[src/rtl/down_count_monitor_if.sv]
// Count-bus monitor link: upstream count value and clear in, lock/wrap/error status out.
// The master drives the counter side; the slave is the monitor itself.
interface down_count_monitor_if #(
    parameter int CNT_W  = 4,
    parameter int WRAP_W = 8,
    parameter int ERR_W  = 4
) ();
    logic [CNT_W-1:0]  count_in;
    logic              clr;
    logic              locked;
    logic              wrap_pulse;
    logic [WRAP_W-1:0] wraps;
    logic              err_flag;
    logic [ERR_W-1:0]  err_cnt;
    logic [CNT_W-1:0]  last_err_val;

    modport master (
        output count_in, clr,
        input  locked, wrap_pulse, wraps, err_flag, err_cnt, last_err_val
    );

    modport slave (
        input  count_in, clr,
        output locked, wrap_pulse, wraps, err_flag, err_cnt, last_err_val
    );
endinterface

[src/rtl/down_count_monitor.sv]
// Down-counter sequence checker: locks on prev-1 runs, pulses on 0->all-ones wraps, counts errors.
// Latency one cycle (all outputs registered); no backpressure, samples count_in every cycle.
module down_count_monitor #(
    parameter int CNT_W    = 4,
    parameter int WRAP_W   = 8,
    parameter int ERR_W    = 4,
    parameter int LOCK_CNT = 3
) (
    input  logic                 clk,
    input  logic                 rst,
    down_count_monitor_if.slave  mon
);
    typedef enum logic [1:0] {UNLOCKED, CHECK, LOCKED, ERROR} state_t;

    localparam logic [3:0] LOCK_RUN = 4'(LOCK_CNT);

    state_t            state_q, state_d;
    logic [CNT_W-1:0]  prev_q;
    logic [3:0]        run_q, run_d;
    logic              locked_q;
    logic              wrap_pulse_q, wrap_pulse_d;
    logic [WRAP_W-1:0] wraps_q, wraps_d;
    logic              err_flag_q, err_flag_d;
    logic [ERR_W-1:0]  err_cnt_q, err_cnt_d;
    logic [CNT_W-1:0]  last_err_q, last_err_d;

    logic [CNT_W-1:0]  expected;
    logic              match;

    assign expected = prev_q - CNT_W'(1);
    assign match    = (mon.count_in == expected);

    always_comb begin
        state_d      = state_q;
        run_d        = run_q;
        wrap_pulse_d = 1'b0;
        wraps_d      = wraps_q;
        err_flag_d   = err_flag_q;
        err_cnt_d    = err_cnt_q;
        last_err_d   = last_err_q;
        case (state_q)
            UNLOCKED: begin
                run_d   = '0;
                state_d = CHECK;
            end
            CHECK: begin
                if (match) begin
                    run_d = run_q + 4'd1;
                    if (run_q + 4'd1 == LOCK_RUN) state_d = LOCKED;
                end else begin
                    run_d = '0;
                end
            end
            LOCKED: begin
                if (match) begin
                    // Wrap is the 0 -> all-ones step of a locked sequence.
                    if (prev_q == '0) begin
                        wrap_pulse_d = 1'b1;
                        if (wraps_q != '1) wraps_d = wraps_q + WRAP_W'(1);
                    end
                end else begin
                    state_d    = ERROR;
                    err_flag_d = 1'b1;
                    last_err_d = mon.count_in;
                    if (err_cnt_q != '1) err_cnt_d = err_cnt_q + ERR_W'(1);
                end
            end
            ERROR: begin
                run_d   = match ? 4'd1 : 4'd0;
                state_d = (match && LOCK_CNT == 1) ? LOCKED : CHECK;
            end
            default: state_d = UNLOCKED;
        endcase
    end

    always_ff @(posedge clk) begin
        if (!rst || mon.clr) begin
            state_q      <= UNLOCKED;
            prev_q       <= '0;
            run_q        <= '0;
            locked_q     <= 1'b0;
            wrap_pulse_q <= 1'b0;
            wraps_q      <= '0;
            err_flag_q   <= 1'b0;
            err_cnt_q    <= '0;
            last_err_q   <= '0;
        end else begin
            state_q      <= state_d;
            prev_q       <= mon.count_in;
            run_q        <= run_d;
            locked_q     <= (state_d == LOCKED);
            wrap_pulse_q <= wrap_pulse_d;
            wraps_q      <= wraps_d;
            err_flag_q   <= err_flag_d;
            err_cnt_q    <= err_cnt_d;
            last_err_q   <= last_err_d;
        end
    end

    assign mon.locked       = locked_q;
    assign mon.wrap_pulse   = wrap_pulse_q;
    assign mon.wraps        = wraps_q;
    assign mon.err_flag     = err_flag_q;
    assign mon.err_cnt      = err_cnt_q;
    assign mon.last_err_val = last_err_q;
endmodule

[src/flat_wrapper.sv]
// flat-port wrapper written by rule: the top's interface ports become plain ports
module down_count_monitor_flat 
#(
    parameter int CNT_W    = 4,
    parameter int WRAP_W   = 8,
    parameter int ERR_W    = 4,
    parameter int LOCK_CNT = 3
)
  (clk, rst, mon_count_in, mon_clr, mon_locked, mon_wrap_pulse, mon_wraps, mon_err_flag, mon_err_cnt, mon_last_err_val);
  down_count_monitor_if #(.CNT_W(CNT_W), .WRAP_W(WRAP_W), .ERR_W(ERR_W)) mon_i ();
  input  logic clk;
  input  logic rst;
  input wire logic [$bits(mon_i.count_in)-1:0] mon_count_in;
  input wire logic [$bits(mon_i.clr)-1:0] mon_clr;
  output wire logic [$bits(mon_i.locked)-1:0] mon_locked;
  output wire logic [$bits(mon_i.wrap_pulse)-1:0] mon_wrap_pulse;
  output wire logic [$bits(mon_i.wraps)-1:0] mon_wraps;
  output wire logic [$bits(mon_i.err_flag)-1:0] mon_err_flag;
  output wire logic [$bits(mon_i.err_cnt)-1:0] mon_err_cnt;
  output wire logic [$bits(mon_i.last_err_val)-1:0] mon_last_err_val;
  assign mon_i.count_in = mon_count_in;
  assign mon_i.clr = mon_clr;
  assign mon_locked = mon_i.locked;
  assign mon_wrap_pulse = mon_i.wrap_pulse;
  assign mon_wraps = mon_i.wraps;
  assign mon_err_flag = mon_i.err_flag;
  assign mon_err_cnt = mon_i.err_cnt;
  assign mon_last_err_val = mon_i.last_err_val;
  down_count_monitor #(.CNT_W(CNT_W), .WRAP_W(WRAP_W), .ERR_W(ERR_W), .LOCK_CNT(LOCK_CNT)) u_core (.clk(clk), .rst(rst), .mon(mon_i));
endmodule
[config.mk]
export PLATFORM = sky130hd
export DESIGN_NAME = down_count_monitor_flat
export DESIGN_NICKNAME = d
export VERILOG_FILES = /design/src/rtl/down_count_monitor_if.sv /design/src/rtl/down_count_monitor.sv /design/src/flat_wrapper.sv
export SDC_FILE = /design/constraint.sdc
export NUM_CORES = 1
export LEC_CHECK = 0
export CAP_MARGIN = 20
export CORE_ASPECT_RATIO = 0.5
export CORE_MARGIN = 1.5
export CORE_UTILIZATION = 46
export CTS_CLUSTER_DIAMETER = 40
export DETAILED_ROUTE_END_ITERATION = 8
export PLACE_DENSITY_LB_ADDON = 0.2
export SLEW_MARGIN = 10
export SYNTH_ARGS = -nofsm -noshare
export SYNTH_HDL_FRONTEND = slang
export SYNTH_SLANG_ARGS = --single-unit
[constraint.sdc]
create_clock -name clk -period 2 [get_ports clk]
set_input_delay 0.6 -clock clk [delete_from_list [all_inputs] [get_ports clk]]
set_output_delay 0.6 -clock clk [all_outputs]
set_load 0.05 [all_outputs]
==> qor.yml, run 1 <==
status: "completed"
synth_nets: 180
die_area_um2: 3520
final_common_cell: "buf_4"
grt_antenna_before_repair: 0
cp-start-kind: "flip-flop"
whs_ns: 0.450
die_h_um: 42.7
crit_required_ns: 2.17
timing.critical_path.to: "u_core.mon.wraps[5]"
endpoint_kind: "flip-flop"
r2r_end: "u_core.mon.wraps[5]"
max-clock-path-buffers: 2
drtPass1Iterations: 4
hpwl_mm: 2.20
num_rows: 14
via_count: 1241
syn_inst: 164
globalRouteOverflowTotal: 0
dp_slack_ns: -0.436
hold_violations: 0
cts_root_buf: "clkbuf_8"
cts_made_buffers: 5
cts_setup_buffers: 0
drv_cap: 0
syn_area_um2: 1450
clock-sinks: 29
yosys_warnings: 0
layout_common_cells: "buf_4, dfxtp_1, nand2_1, inv_1, nor2_1"
final_area_um2: 1950
cts_tree: "yes"
htreeDepth: 2
drc: 0
initialDrtViolationCount: 34
placed_area_um2: 1790
final.fill_count: 257
power.leakage_uw: 0.000886
slew_violations: 0
dieWidth_um: 82.4
crit_arrival_ns: 2.09
drt-total-wl_mm: 2.95
wl_per_cell_um: 12.0
min_period_ns: 1.91
critPathLaunch: "u_core.prev_q[0]"
power_density_nw_per_um2: 624
hold_class: "flip-flop to flip-flop"
clkLatencyLatePin_ns: 0.28
design.core.area_um2: 3000
start_util_pct: 48.5
synth_cell_type_count: 42
fin_ws_ns: 0.0888
worst_pin_slew_ns: 0.426
clkTransAtPathRegs_ns: 0.07
skew_ns: 0.00842
port_buffers: 25
r2r_cells: 8
worstPathMaxFanout: 7
antenna_cells: 0
min_period_over_period_pct: 95.6
ff2ff_setup_slack_ns: 0.09
ys_seq_area_share_pct: 40.0
worstReg2RegStart: "u_core.prev_q[0]"
grt_max_degree: 15
synthToLayoutAreaGrowth_pct: 34.6
place_congestion: 0.812
syn_avg_cell_area_um2: 8.85
grt_pass1_vias: 1097
rsz0062_at_grt: "no"
maxSlewHeadroom_pct: 71.5
drive_above_1_share_pct: 26.7
ir_drop_v: 0.000339
io_pins: 26
drtAntennaViolNets: 0
layout.nets: 221
grt_pass1_wl_mm: 4.81
max_freq_mhz: 523
multi_input_area_um2: 866
worstSetupPathType: "flip-flop to flip-flop"
grtUsageTotal_pct: 18.5
routed_via_density: 5.04
setup_tns_ns: 0
setup_viol: 0
regArea_um2: 584
synth_seq_cells: 29
total_power_uw: 1220
==> how the worst min path moves through the flow <==
stage / from / to / slack (ns) / cells past startpoint
3_3_place_gp: u_core.mon.err_flag / u_core.mon.err_flag / 0.43 / 2
2_1_floorplan: u_core.run_q[3] / u_core.run_q[3] / 0.47 / 2
5_1_grt: u_core.mon.err_flag / u_core.mon.err_flag / 0.49 / 2
4_1_cts: u_core.mon.err_flag / u_core.mon.err_flag / 0.45 / 2
6_report: u_core.mon.err_flag / u_core.mon.err_flag / 0.45 / 2
3_5_place_dp: u_core.mon.err_flag / u_core.mon.err_flag / 0.44 / 2
==> cell usage after synthesis (all sizes together) <==
cell type	n	area share, %
a211oi	1	0.52
a21oi	7	2.4
a221oi	1	0.60
a22oi	2	1.0
a31o	1	0.60
a31oi	2	0.86
a41o	2	1.4
and2	6	2.6
and3	2	0.86
and4	1	0.60
buf	1	0.34
clkbuf	4	1.0
dfxtp	29	40
ha	9	7.8
inv	12	3.1
mux2	1	1.0
mux2i	3	2.1
nand2	15	4.1
nand2b	3	1.3
nand3	11	4.1
nand4	1	0.43
nand4bb	1	0.78
nor2	13	3.4
nor2b	2	0.86
nor3	7	3.9
nor3b	2	1.0
nor4	3	1.3
o21ai	9	3.1
o311ai	1	0.60
o32ai	1	0.60
o41ai	1	0.60
or2	1	0.43
or3	1	0.43
xnor2	4	2.9
xnor3	1	1.6
xor2	3	1.8
==> layout make-up <==
cell class	count	area share, %
inverters	12	2.31
flip-flops and latches	29	29.9
clock buffers	5	3.52
repair buffers	39	16.5
well taps	40	2.56
multi-input cells	118	44.3
clock inverters	3	0.897
==> repair_timing <==
action / in CTS / in global routing
hold buffers: 0 / 0
resized for setup: 2 / 14
pin swaps: 3 / 9
setup endpoints to repair: 21 / 22
==> registers in the layout, indices dropped and copies added, names as in the netlist <==
name                     count
u_core.mon.wrap_pulse        1
u_core.prev_q                4
u_core.mon.wraps             8
u_core.state_q               2
u_core.mon.err_cnt           4
u_core.mon.locked            1
u_core.run_q                 4
u_core.mon.last_err_val      4
u_core.mon.err_flag          1
==> logic make-up after synthesis <==
| group | share of synthesized area, % |
|---|---|
| DFF | 40.0 |
| buffers and inverters | 4.48 |
| AOI/OAI and AO/OA | 12.3 |
| muxes | 3.10 |
| and+or+nand+nor | 26.0 |
| xor gates and xnor gates | 6.29 |
| adders and majority gates | 7.76 |
==> power by group <==
group | total (uW) | internal (uW) | switching, uW
Combinational | 156 | 70.7 | 85.2
Sequential | 592 | 584 | 7.51
Clock | 471 | 240 | 232
Total | 1220 | 894 | 325
==> worst max-delay path, stage by stage, from the launching register on <==
cell,delay (ns)
dfxtp_4,0.37
inv_1,0.05
ha_1,0.32
xor2_2,0.22
nand3_4,0.16
nor3_4,0.27
buf_4,0.17
nand4_1,0.11
mux2i_1,0.14
==> layer usage <==
layer / part of all wire [%] / GRT usage (%) / up-vias
li1: - / - / 656
met5: 0 / 0 / -
met2: 44 / 26.8 / 15
met4: 0.37 / 5.08 / 0
met3: 3.7 / 7.10 / 2
met1: 52 / 25.6 / 568
==> metrics by stage <==
step	instances	util (%)
floorplan	164	-
global placement	238	59.7
detailed placement	238	59.7
CTS	246	63.1
global route	246	65.2
finish	246	65.2
Note: power is estimated with default switching activity, not from simulation.
==> inputs of run 2 (changes only) <==
--- a/config.mk
+++ b/config.mk
@@ -12,6 +12,7 @@
 export CTS_CLUSTER_DIAMETER = 40
 export DETAILED_ROUTE_END_ITERATION = 8
 export PLACE_DENSITY_LB_ADDON = 0.2
+export SETUP_SLACK_MARGIN = 0.15
 export SLEW_MARGIN = 10
 export SYNTH_ARGS = -nofsm -noshare
 export SYNTH_HDL_FRONTEND = slang
==> run 2 against run 1 <==
Net effect:
- critical path depth is the same
- maximum frequency grew 4.6%
- die area is the same
- sequential power about the same
- utilization grew 4.2 points
- highest routed layer unchanged
==> qor.yml, run 2 (synthesis results as in run 1) <==
power.leakage_uw: 0.000906
met3WireLength_um: 130
drt-total-wl_mm: 3.29
drtAntennaViolNets: 0
port_buffers: 25
placed_area_um2: 1820
fin_cells: 251
layout.nets: 227
min_period_over_period_pct: 91.4
drtPass1Iterations: 4
largest_reg_flops: 8
final_area_um2: 2080
rsz0062_at_grt: "yes"
die_h_um: 42.7
grtUsageTotal_pct: 20.5
dr_wl_met2_mm: 1.52
die_area_um2: 3520
htreeDepth: 2
clock-sinks: 29
worst_pin_slew_ns: 0.441
hold_violations: 0
via_count: 1316
synthToLayoutAreaGrowth_pct: 43.2
antenna_cells: 0
min_period_ns: 1.83
regArea_um2: 591
max_freq_mhz: 547
grt_antenna_before_repair: 0
grt_pass1_wl_mm: 5.23
drv_cap: 0
layout_common_cells: "buf_4, dfxtp_1, nand2_1, nor2_1"
maxSlewHeadroom_pct: 70.5
routed_via_density: 5.24
initialDrtViolationCount: 47
setup_tns_ns: 0
status: "completed"
place_congestion: 0.767
io_pins: 26
clkTransAtPathRegs_ns: 0.06
grt_pass1_vias: 1169
worstPathMaxFanout: 6
crit_arrival_ns: 2.00
hpwl_mm: 2.24
start_util_pct: 48.5
wl_met1_mm: 1.57
multi_input_area_um2: 945
cts_tree: "yes"
max-clock-path-buffers: 2
num_rows: 14
topRoutingLayerUsed: "met4"
setup_viol: 0
slew_violations: 0
drc: 0
drive_above_1_share_pct: 36.5
globalRouteOverflowTotal: 0
cp-start-kind: "flip-flop"
cts_made_buffers: 5
ir_drop_v: 0.000391
wl_per_cell_um: 13.1
cts_root_buf: "clkbuf_8"
grt_max_degree: 15
endpoint_kind: "flip-flop"
total_power_uw: 1270
crit_required_ns: 2.17
design.core.area_um2: 3000
final.fill_count: 240
whs_ns: 0.455
power_density_nw_per_um2: 609
clkLatencyLatePin_ns: 0.28
dieWidth_um: 82.4
final_common_cell: "buf_4"
skew_ns: 0.00295
dp.cells: 240
hold_class: "flip-flop to flip-flop"
worstSetupPathType: "flip-flop to flip-flop"
[run 2: changes by cell type in the layout (fill, tap and decap cells not counted), moves of 3 or more]
| cell | before | now |
|---|---|---|
| buf_4 | 32 | 36 |
| dlygate4sd2_1 | 0 | 3 |
| dfxtp_1 | 28 | 21 |
| dfxtp_2 | 0 | 8 |
| dlymetal6s2s_1 | 4 | 0 |
[run 2: where the power goes]
part | leakage, uW | switching (uW) | internal (uW)
Sequential | 0.000238 | 5.15 | 585
Clock | 0.0000443 | 211 | 272
Combinational | 0.000624 | 105 | 87.9
[run 2: what timing repair did]
action	CTS	global route
setup buffers	1	3
pin swaps	9	10
hold buffers	0	0
cloned	0	0
gates resized for setup	19	13
setup endpoints to repair	25	17
[run 2: layer usage]
metal | global-route usage, % | vias up
met2 | 30.7 | 21
li1 | - | 668
met4 | 10.5 | 0
met5 | 0 | -
met3 | 6.45 | 9
met1 | 26.4 | 618
[run 2: per-stage QoR]
stage	worst slack [ns]	util (%)
3_5_place_dp	-0.431	60.7
4_1_cts	0.154	66.3
6_report	0.173	69.4
2_1_floorplan	0.153	-
3_3_place_gp	-0.324	60.7
5_1_grt	0.0703	69.4
[run 2: path summary, 6_finish.rpt]
path	endpoint	from	slack, ns	cells after the start
setup / recovery	u_core.mon.wraps[4]	u_core.prev_q[1]	0.17	8
hold / removal	u_core.mon.err_flag	u_core.mon.err_flag	0.45	2
setup reg to reg	u_core.mon.wraps[4]	u_core.prev_q[1]	0.17	8
hold reg to reg	u_core.mon.err_flag	u_core.mon.err_flag	0.45	2
[run 2: final cells by class]
class,count,share of cell area (%)
clock buffer,7,4.15
inverter,12,2.17
multi-input combinational,118,45.5
sequential,29,28.4
tap,40,2.41
timing repair buffer,45,17.4
[run 2: critical path: stages (launching register included)]
cell	delay [ns]
dfxtp_2	0.33
inv_2	0.04
ha_4	0.15
xnor3_1	0.33
nand3_4	0.14
buf_4	0.18
nor4_4	0.27
xor2_1	0.10
and2_1	0.16
